**src/rtl/song_sequencer.sv**
```systemverilog
// song_sequencer: plays a ROM of {dur, note} entries as timed note codes for a tone stage.
// Ports: clk, rst_n (async active-low); play (start pulse), pause (hold level), stop (abort pulse);
//        note_code[7:0], note_active, note_index[ADDR_W-1:0], busy, song_done (one-cycle pulse).
// Parameters: TICK_DIV clk cycles per tick, GAP_TICKS silent ticks per entry, ADDR_W ROM address width,
//             ROM_INIT song contents, entry i at bits [16*i +: 16] (all-zero default is an empty song).
// Macro SONG_LOOP_EN: end of song restarts at entry 0 instead of entering DONE.
module song_sequencer #(
    parameter int TICK_DIV = 1000000,
    parameter int GAP_TICKS = 2,
    parameter int ADDR_W = 6,
    parameter logic [(16<<ADDR_W)-1:0] ROM_INIT = '0
) (
    input  logic              clk,
    input  logic              rst_n,
    input  logic              play,
    input  logic              pause,
    input  logic              stop,
    output logic [7:0]        note_code,
    output logic              note_active,
    output logic [ADDR_W-1:0] note_index,
    output logic              busy,
    output logic              song_done
);
    localparam int DIV_W = $clog2(TICK_DIV);
    localparam logic [DIV_W-1:0] DIV_MAX = DIV_W'(TICK_DIV - 1);
    typedef enum logic [2:0] {IDLE, FETCH, PLAY, GAP, DONE} state_t;
    state_t state, state_n;
    logic [ADDR_W-1:0] idx_n;
    logic [7:0] note_r, note_n, dur_r, dur_n, tick, tick_n, lim;
    logic [DIV_W-1:0] div, div_n;
    logic [15:0] rom_q;
    logic fph, fph_n, done_n, fin, play_q, act_r, paused;
    // play is registered so a start sampled at edge N yields a note after edge N+3
    always_ff @(posedge clk or negedge rst_n) begin
        if (!rst_n) begin
            state <= IDLE;
            note_index <= '0;
            note_r <= '0;
            dur_r <= '0;
            tick <= '0;
            div <= '0;
            fph <= 1'b0;
            song_done <= 1'b0;
            play_q <= 1'b0;
            act_r <= 1'b0;
            rom_q <= '0;
        end else begin
            state <= state_n;
            note_index <= idx_n;
            note_r <= note_n;
            dur_r <= dur_n;
            tick <= tick_n;
            div <= div_n;
            fph <= fph_n;
            song_done <= done_n;
            play_q <= play && !stop;
            act_r <= (state_n == PLAY) && (note_n != 8'd0);
            rom_q <= ROM_INIT[{note_index, 4'b0000} +: 16];
        end
    end
    always_comb begin
        state_n = state;
        idx_n = note_index;
        note_n = note_r;
        dur_n = dur_r;
        div_n = div;
        tick_n = tick;
        fph_n = fph;
        done_n = 1'b0;
        fin = 1'b0;
        lim = (state == GAP) ? 8'(GAP_TICKS - 1) : dur_r - 8'd1;
        unique case (state)
            IDLE, DONE: if (play_q) begin
                state_n = FETCH;
                idx_n = '0;
                fph_n = 1'b0;
            end
            // first cycle issues the address, second consumes the registered ROM word
            FETCH: begin
                fph_n = 1'b1;
                if (fph) begin
                    if (rom_q[15:8] != 8'd0) begin
                        state_n = PLAY;
                        note_n = rom_q[7:0];
                        dur_n = rom_q[15:8];
                        div_n = '0;
                        tick_n = '0;
                    end else fin = 1'b1;
                end
            end
            PLAY, GAP: if (!pause) begin
                if (div == DIV_MAX) begin
                    div_n = '0;
                    tick_n = tick + 8'd1;
                    if (tick == lim) begin
                        note_n = 8'd0;
                        if (state == PLAY && GAP_TICKS > 0) begin
                            state_n = GAP;
                            tick_n = '0;
                        end else if (note_index == {ADDR_W{1'b1}}) fin = 1'b1;
                        else begin
                            state_n = FETCH;
                            idx_n = note_index + ADDR_W'(1);
                            fph_n = 1'b0;
                        end
                    end
                end else div_n = div + DIV_W'(1);
            end
            default: ;
        endcase
        if (fin) begin
            done_n = 1'b1;
            note_n = 8'd0;
`ifdef SONG_LOOP_EN
            state_n = FETCH;
            idx_n = '0;
            fph_n = 1'b0;
`else
            state_n = DONE;
`endif
        end
        if (stop) begin
            state_n = IDLE;
            idx_n = '0;
            note_n = 8'd0;
            div_n = '0;
            tick_n = '0;
            fph_n = 1'b0;
            done_n = 1'b0;
        end
    end
    assign paused = pause && (state == PLAY || state == GAP);
    assign note_code = paused ? 8'd0 : note_r;
    assign note_active = act_r && !paused;
    assign busy = !(state == IDLE || state == DONE);
endmodule
```
**config.mk**
```make
export PLATFORM = sky130hd
export DESIGN_NAME = song_sequencer
export DESIGN_NICKNAME = d
export VERILOG_FILES = /design/src/rtl/song_sequencer.sv
export SDC_FILE = /design/constraint.sdc
export NUM_CORES = 1
export LEC_CHECK = 0
export ABC_AREA = 1
export CAP_MARGIN = 20
export CELL_PAD_IN_SITES_DETAIL_PLACEMENT = 0
export CELL_PAD_IN_SITES_GLOBAL_PLACEMENT = 1
export CORE_MARGIN = 4
export CORE_UTILIZATION = 39
export DETAILED_ROUTE_END_ITERATION = 16
export PLACE_DENSITY = 0.88
export SLEW_MARGIN = 10
export SYNTH_ARGS = -nofsm -noshare
export SYNTH_HDL_FRONTEND = slang
export SYNTH_SLANG_ARGS = --single-unit
```
**constraint.sdc**
```tcl
create_clock -name clk -period 1.75 [get_ports clk]
set_clock_uncertainty 0.05 [all_clocks]
set_input_delay 0.35 -clock clk [delete_from_list [all_inputs] [get_ports clk]]
set_output_delay 0.35 -clock clk [all_outputs]
set_load 0.01 [all_outputs]
```
==> impl_metrics.ini, run 1 <==
[yosys]
synth.top_cell.area_share_pct = 43.52
synth_nets = 389
yosysUniqueCellTypes = 35
synth_top_cells_by_area = dfrtp_1, nand2_1, nor2_1
synth_edf_count = 0
syn_inst = 381
ys_ff_latch = 49
synthFlopType = dfrtp_1
synth_area_leader_cell = dfrtp_1
synth.avg_cell_area_sq_um = 7.396
seq_area_frac_synth_pct = 43.52
yosysWarningCount = 0
async_flop_share_pct = 100.0
syn-cell-area_sq_mm = 0.002818

[timing]
fmax_mhz = 521.1
layout_setup_ws_ns = -0.1689
rsz0062_at_grt = yes
worst_pin_slew_ns = 0.3691
max_slew_margin_pct = 75.23
fin_crit_sh_pct = 109.6
setup_tns_ns = -3.935
drv_slew = 0
setup_violations = 42
finalHoldWorstSlack_ns = 0.4132
finalHoldViolCount = 0
final.min_clock_period_ns = 1.919

[min_path]
hp-class = in2async

[status]
run_status = finished with violations
violations = negative setup slack

[placement]
port_buffers = 21
gp_congestion = 0.8729
place_hpwl_mm = 5.065

[finish]
layout_commonest_cell = buf_4
drive_gt1_share_pct = 46.94
area_growth_pct = 60.92
finalNetCount = 514
antenna_cells = 0
nFillCells = 566
final_cell_mix = buf_4, inv_1, nand2_1, dfrtp_1, nor2_1

[routing]
antenna_left = 0
drt-total-wl_mm = 7.900
drcViolationCount = 0
vias_per_cell = 4.849
dr.first_iter.drc_count = 144
routedWlPerCell_um = 13.10
firstDrtPassIters = 5
vias = 2924

[die]
core_area_sq_mm = 0.006907
placement_rows = 30
dieArea_sq_mm = 0.008649
die_y_um = 93
initial_core_util_pct = 40.80
die_w_um = 93
num_io_pins = 22

[worst_setup_path]
crit_arrival_ns = 2.07
crit_buf_inv = 3
worstPathRequired_ns = 1.90
r2r_slack_ns = -0.17
path_class = reg2reg
crit_path_end_kind = register
crit_path_max_fanout = 8
crit_family = simple AND/OR/NAND/NOR gates
crit_slowest_cell = dfrtp_1
cp_common_cell = nor2_4
max_stage_delay_ns = 0.40
cp-start-kind = register
path_cells = ha_4 -> nand3_4 -> nor2_4 -> nand2_2 -> nor2_4 -> nor2_4 -> nor2_4 -> clkinv_4 -> buf_12 -> buf_6 -> nand2_2 -> a21oi_2

[grt]
first_global_vias = 2777
antenna_found_initial = 0
grt_pass1_wl_mm = 12.38
grt_overflow_total = 0
grt_max_degree = 39
grt_usage_pct = 17.63

[cts]
cts_tree = built
clk_latency_ns = 0.30
clkSinkCount = 49
h-tree-depth = 2
ctsRootBufferMaster = clkbuf_8
path_clk_slew_ns = 0.09
cts_buffers = 5
clockBufferDepth = 2

[power]
internal-power_mw = 1.715
seqPwrFrac_pct = 51.5
ir_drop_mv = 0.4457
powerDensity_mw_per_mm2 = 495.0
combPwrFrac_pct = 11.1
power_mw = 2.244
sw_frac_of_total_pct = 23.60
pwr-share-clk_pct = 37.5
p_switching_mw = 0.5296
p_leak_nw = 2.208

[job]
maxCapViolCount = 0
logic make-up (layout without fill, tap and decap cells):
family	Yosys count	in the layout	synth area share (%)
buffers and inverters	69	194	10.03
AO/OA/AOI/OAI	52	52	10.35
AND/OR/NAND/NOR	204	205	33.53
flip-flops	49	49	43.52
adder cells (fa/ha/maj)	3	3	1.332
XOR/XNOR	4	4	1.243
stage by stage:
| stage | std cells | util, % | instance area, sq um | setup slack (ns) |
|---|---|---|---|---|
| 2_1_floorplan | 381 | - | 2823 | -0.01801 |
| 3_3_place_gp | 572 | 54.02 | 3731 | -0.5243 |
| 3_5_place_dp | 572 | 54.02 | 3731 | -0.5705 |
| 4_1_cts | 587 | 57.28 | 3956 | -0.1805 |
| 5_1_grt | 603 | 65.65 | 4534 | -0.2788 |
| 6_report | 603 | 65.65 | 4534 | -0.1689 |
worst paths after layout:
check	start	to	depth (start not counted)
worst max-delay path	div[0]	div[19]	12
worst min-delay path	rst_n	div[15]	2
worst max register to register	div[0]	div[19]	12
worst min register to register	div[17]	div[17]	2
max in group asynchronous	rst_n	note_index[0]	3
min in group clk	div[17]	div[17]	2
sequential cells by signal, indices dropped and copies added, names as in the netlist:
signal,cells
div,20
note_r,8
tick,8
note_index,6
state,3
act_r,1
fph,1
play_q,1
song_done,1
cell usage after synthesis (2+ instances only):
master	count
o21ai_1	13
o21a_1	2
nor2_4	6
nand3_2	2
a21oi_1	19
dfrtp_1	49
nor2_1	61
nor4_1	2
buf_4	2
a41oi_1	2
nand4_1	8
nand2_2	6
inv_1	56
inv_2	5
and3_1	2
ha_1	3
nor3_1	8
o21ai_0	10
nand3b_1	4
nand3_1	19
nor2_2	10
buf_6	2
nand2_1	75
xor2_1	4
layer usage:
layer  vias to the layer above  part of all wire [%]  track usage, %  wire (um)
li1                       1467                     -               -          -
met3                        17                   2.5           3.540        197
met2                        42                    52           30.95       4133
met1                      1398                    43           22.26       3362
met4                         0                   2.6           4.274        206
met5                         -                     0               0          0
area by class of cell:
class	instances	area [sq um]	share of cell area (%)
Multi-Input combinational cell	264	1783	39.32
Sequential cell	49	1229	27.10
Timing Repair Buffer	123	1037	22.88
Inverter	62	242.7	5.353
Tap cell	96	120.1	2.649
Clock buffer	7	86.33	1.904
Clock inverter	1	30.03	0.6623
Timing Repair inverter	1	6.256	0.1380
power by group through the flow:
stage          sequential (mW)  clock (mW)  combinational (mW)
2_1_floorplan             1.17           0              0.0882
3_3_place_gp              1.18           0               0.196
3_5_place_dp              1.18           0               0.197
4_1_cts                   1.15       0.874               0.208
5_1_grt                   1.16       0.932               0.270
6_report                  1.16       0.841               0.249
what timing repair did:
action / in CTS / in global routing
setup buffers: 4 / 17
pin swaps: 18 / 48
hold buffers: 1 / 0
endpoints found under the setup margin: 54 / 59
hold endpoints to repair: 11 / 0
gates cloned: 2 / 0
resized for setup: 76 / 116
(Power assumes the default switching activity.)
==> run 2: changes to the inputs <==
--- a/config.mk
+++ b/config.mk
@@ -17,3 +17,4 @@
 export SYNTH_ARGS = -nofsm -noshare
 export SYNTH_HDL_FRONTEND = slang
 export SYNTH_SLANG_ARGS = --single-unit
+export TNS_END_PERCENT = 5
==> impl_metrics.ini, run 2 (synthesis results as in run 1) <==
[placement]
postPlaceCellArea_sq_mm = 0.003739
dp_worst_setup_slack_ns = -0.5680
placed_cells = 573
port_buffers = 21
place_hpwl_mm = 5.001
gp_congestion = 0.8725

[timing]
layout_setup_ws_ns = -0.2001
finalHoldWorstSlack_ns = 0.4158
worst_pin_slew_ns = 0.3493
max_slew_margin_pct = 76.47
setup_violations = 42
final.min_clock_period_ns = 1.950
rsz0062_at_grt = yes
fmax_mhz = 512.8
finalHoldViolCount = 0
drv_slew = 0
fin_crit_sh_pct = 111.4

[worst_setup_path]
crit_family = simple AND/OR/NAND/NOR gates
max_stage_delay_ns = 0.41
crit_path_max_fanout = 5
path_cells = ha_4 -> nand3_4 -> nor2_4 -> nand2_2 -> nor2_4 -> buf_6 -> o21ai_2 -> nor2_2 -> buf_4 -> nand4_1 -> o21ai_0 -> a21oi_1
crit_arrival_ns = 2.10
crit_buf_inv = 2
cp-start-kind = register
crit_slowest_cell = dfrtp_1
cp_common_cell = nor2_4
worstPathRequired_ns = 1.90
path_class = reg2reg
crit_path_end_kind = register

[finish]
fin_util_pct = 63.04
area_growth_pct = 54.53
fin_area_sq_mm = 0.004354
antenna_cells = 0
drive_gt1_share_pct = 42.35
reg_top3 = div x20, note_r x8, tick x8
regMostFlops = div
finalNonFillerCells = 606
final_cell_mix = buf_4, nand2_1, inv_1, nor2_1, dfrtp_1
largest_reg_flops = 20
layout_commonest_cell = buf_4
finalNetCount = 517

[power]
seqPwrFrac_pct = 56.0
ir_drop_mv = 0.3198
powerDensity_mw_per_mm2 = 473.8
p_switching_mw = 0.5433
p_leak_nw = 2.178
combPwrFrac_pct = 11.2
sw_frac_of_total_pct = 26.34
pwr-share-clk_pct = 32.8
internal-power_mw = 1.520

[die]
num_io_pins = 22
die_y_um = 93
dieArea_sq_mm = 0.008649
die_w_um = 93
core_area_sq_mm = 0.006907
placement_rows = 30
initial_core_util_pct = 40.80

[min_path]
hp-class = in2async

[grt]
antenna_found_initial = 0
grt_max_degree = 39
grt_overflow_total = 0
grt_usage_pct = 17.40
first_global_vias = 2872
grt_pass1_wl_mm = 12.25

[routing]
drcViolationCount = 0
firstDrtPassIters = 4
antenna_left = 0
dr.first_iter.drc_count = 130
vias_per_cell = 4.822
drt-total-wl_mm = 7.679
vias = 2922
routedWlPerCell_um = 12.67

[cts]
cts_buffers = 5
ctsRootBufferMaster = clkbuf_8
h-tree-depth = 2
clockBufferDepth = 2
clkSinkCount = 49
path_clk_slew_ns = 0.10
cts_tree = built
clk_latency_ns = 0.31

[status]
run_status = finished with violations
violations = negative setup slack

[job]
maxCapViolCount = 0
==> run 2: cell types whose count changed in the layout (fill, tap and decap cells not counted), moves of 3 or more <==
| cell | delta |
|---|---|
| buf_2 | +4 |
| inv_1 | +5 |
| inv_2 | -6 |
| nand2_1 | +8 |
| nand2_2 | -7 |
| nand3_2 | +3 |
| nand3_4 | -3 |
| nor2_1 | +7 |
| nor2_2 | -3 |
| nor2_4 | -4 |
| o21ai_1 | +3 |
| o21ai_2 | -3 |
==> run 2: cell type report <==
cell class,instances,area (sq um)
flip-flops and latches,49,1229
fillers,626,2552
clock inverters,3,17.52
multi-input cells,264,1637
repair inverters,1,6.256
clock buffers,5,68.82
inverters,62,242.7
repair buffers,126,1033
well taps,96,120.1
==> run 2: metrics by stage <==
stage / power, mW / TNS, ns
after floorplan: 1.263 / -0.02742
after global placement: 1.371 / -18.63
after detailed placement: 1.373 / -19.88
after CTS: 2.055 / -3.790
after global routing: 2.156 / -8.843
final: 2.063 / -3.508
==> run 2: metal layers <==
metal  GRT usage, %  wire length [um]
met2          31.37              4046
met4          5.739               200
met5              0                 0
met3          3.218               192
met1          20.79              3239
==> run 2: path summary, 6_finish.rpt <==
check / slack [ns] / end / startpoint / cells after the start
max: -0.20 / note_index[4] / div[0] / 12
max reg2reg: -0.20 / note_index[4] / div[0] / 12
min in group clk: 0.47 / fph / fph / 1
max in group asynchronous: 0.72 / note_index[1] / rst_n / 3
min: 0.42 / div[15] / rst_n / 2
min reg2reg: 0.47 / fph / fph / 1
==> run 2: power by group through the flow <==
| stage | Clock [mW] | Combinational [mW] | Sequential (mW) |
|---|---|---|---|
| 6_report | 0.676 | 0.231 | 1.16 |
| 5_1_grt | 0.747 | 0.252 | 1.16 |
| 4_1_cts | 0.690 | 0.211 | 1.15 |
| 3_5_place_dp | 0 | 0.197 | 1.18 |
| 3_3_place_gp | 0 | 0.195 | 1.18 |
| 2_1_floorplan | 0 | 0.0882 | 1.17 |
==> run 2: repair_timing <==
action / 4_1_cts / 5_1_grt
buffers inserted: 9 / 15
pin swaps: 15 / 27
endpoints found under the setup margin: 53 / 62
hold buffers: 1 / 0
hold endpoints to repair: 11 / 0
gates resized for setup: 81 / 69
gates cloned: 1 / 1
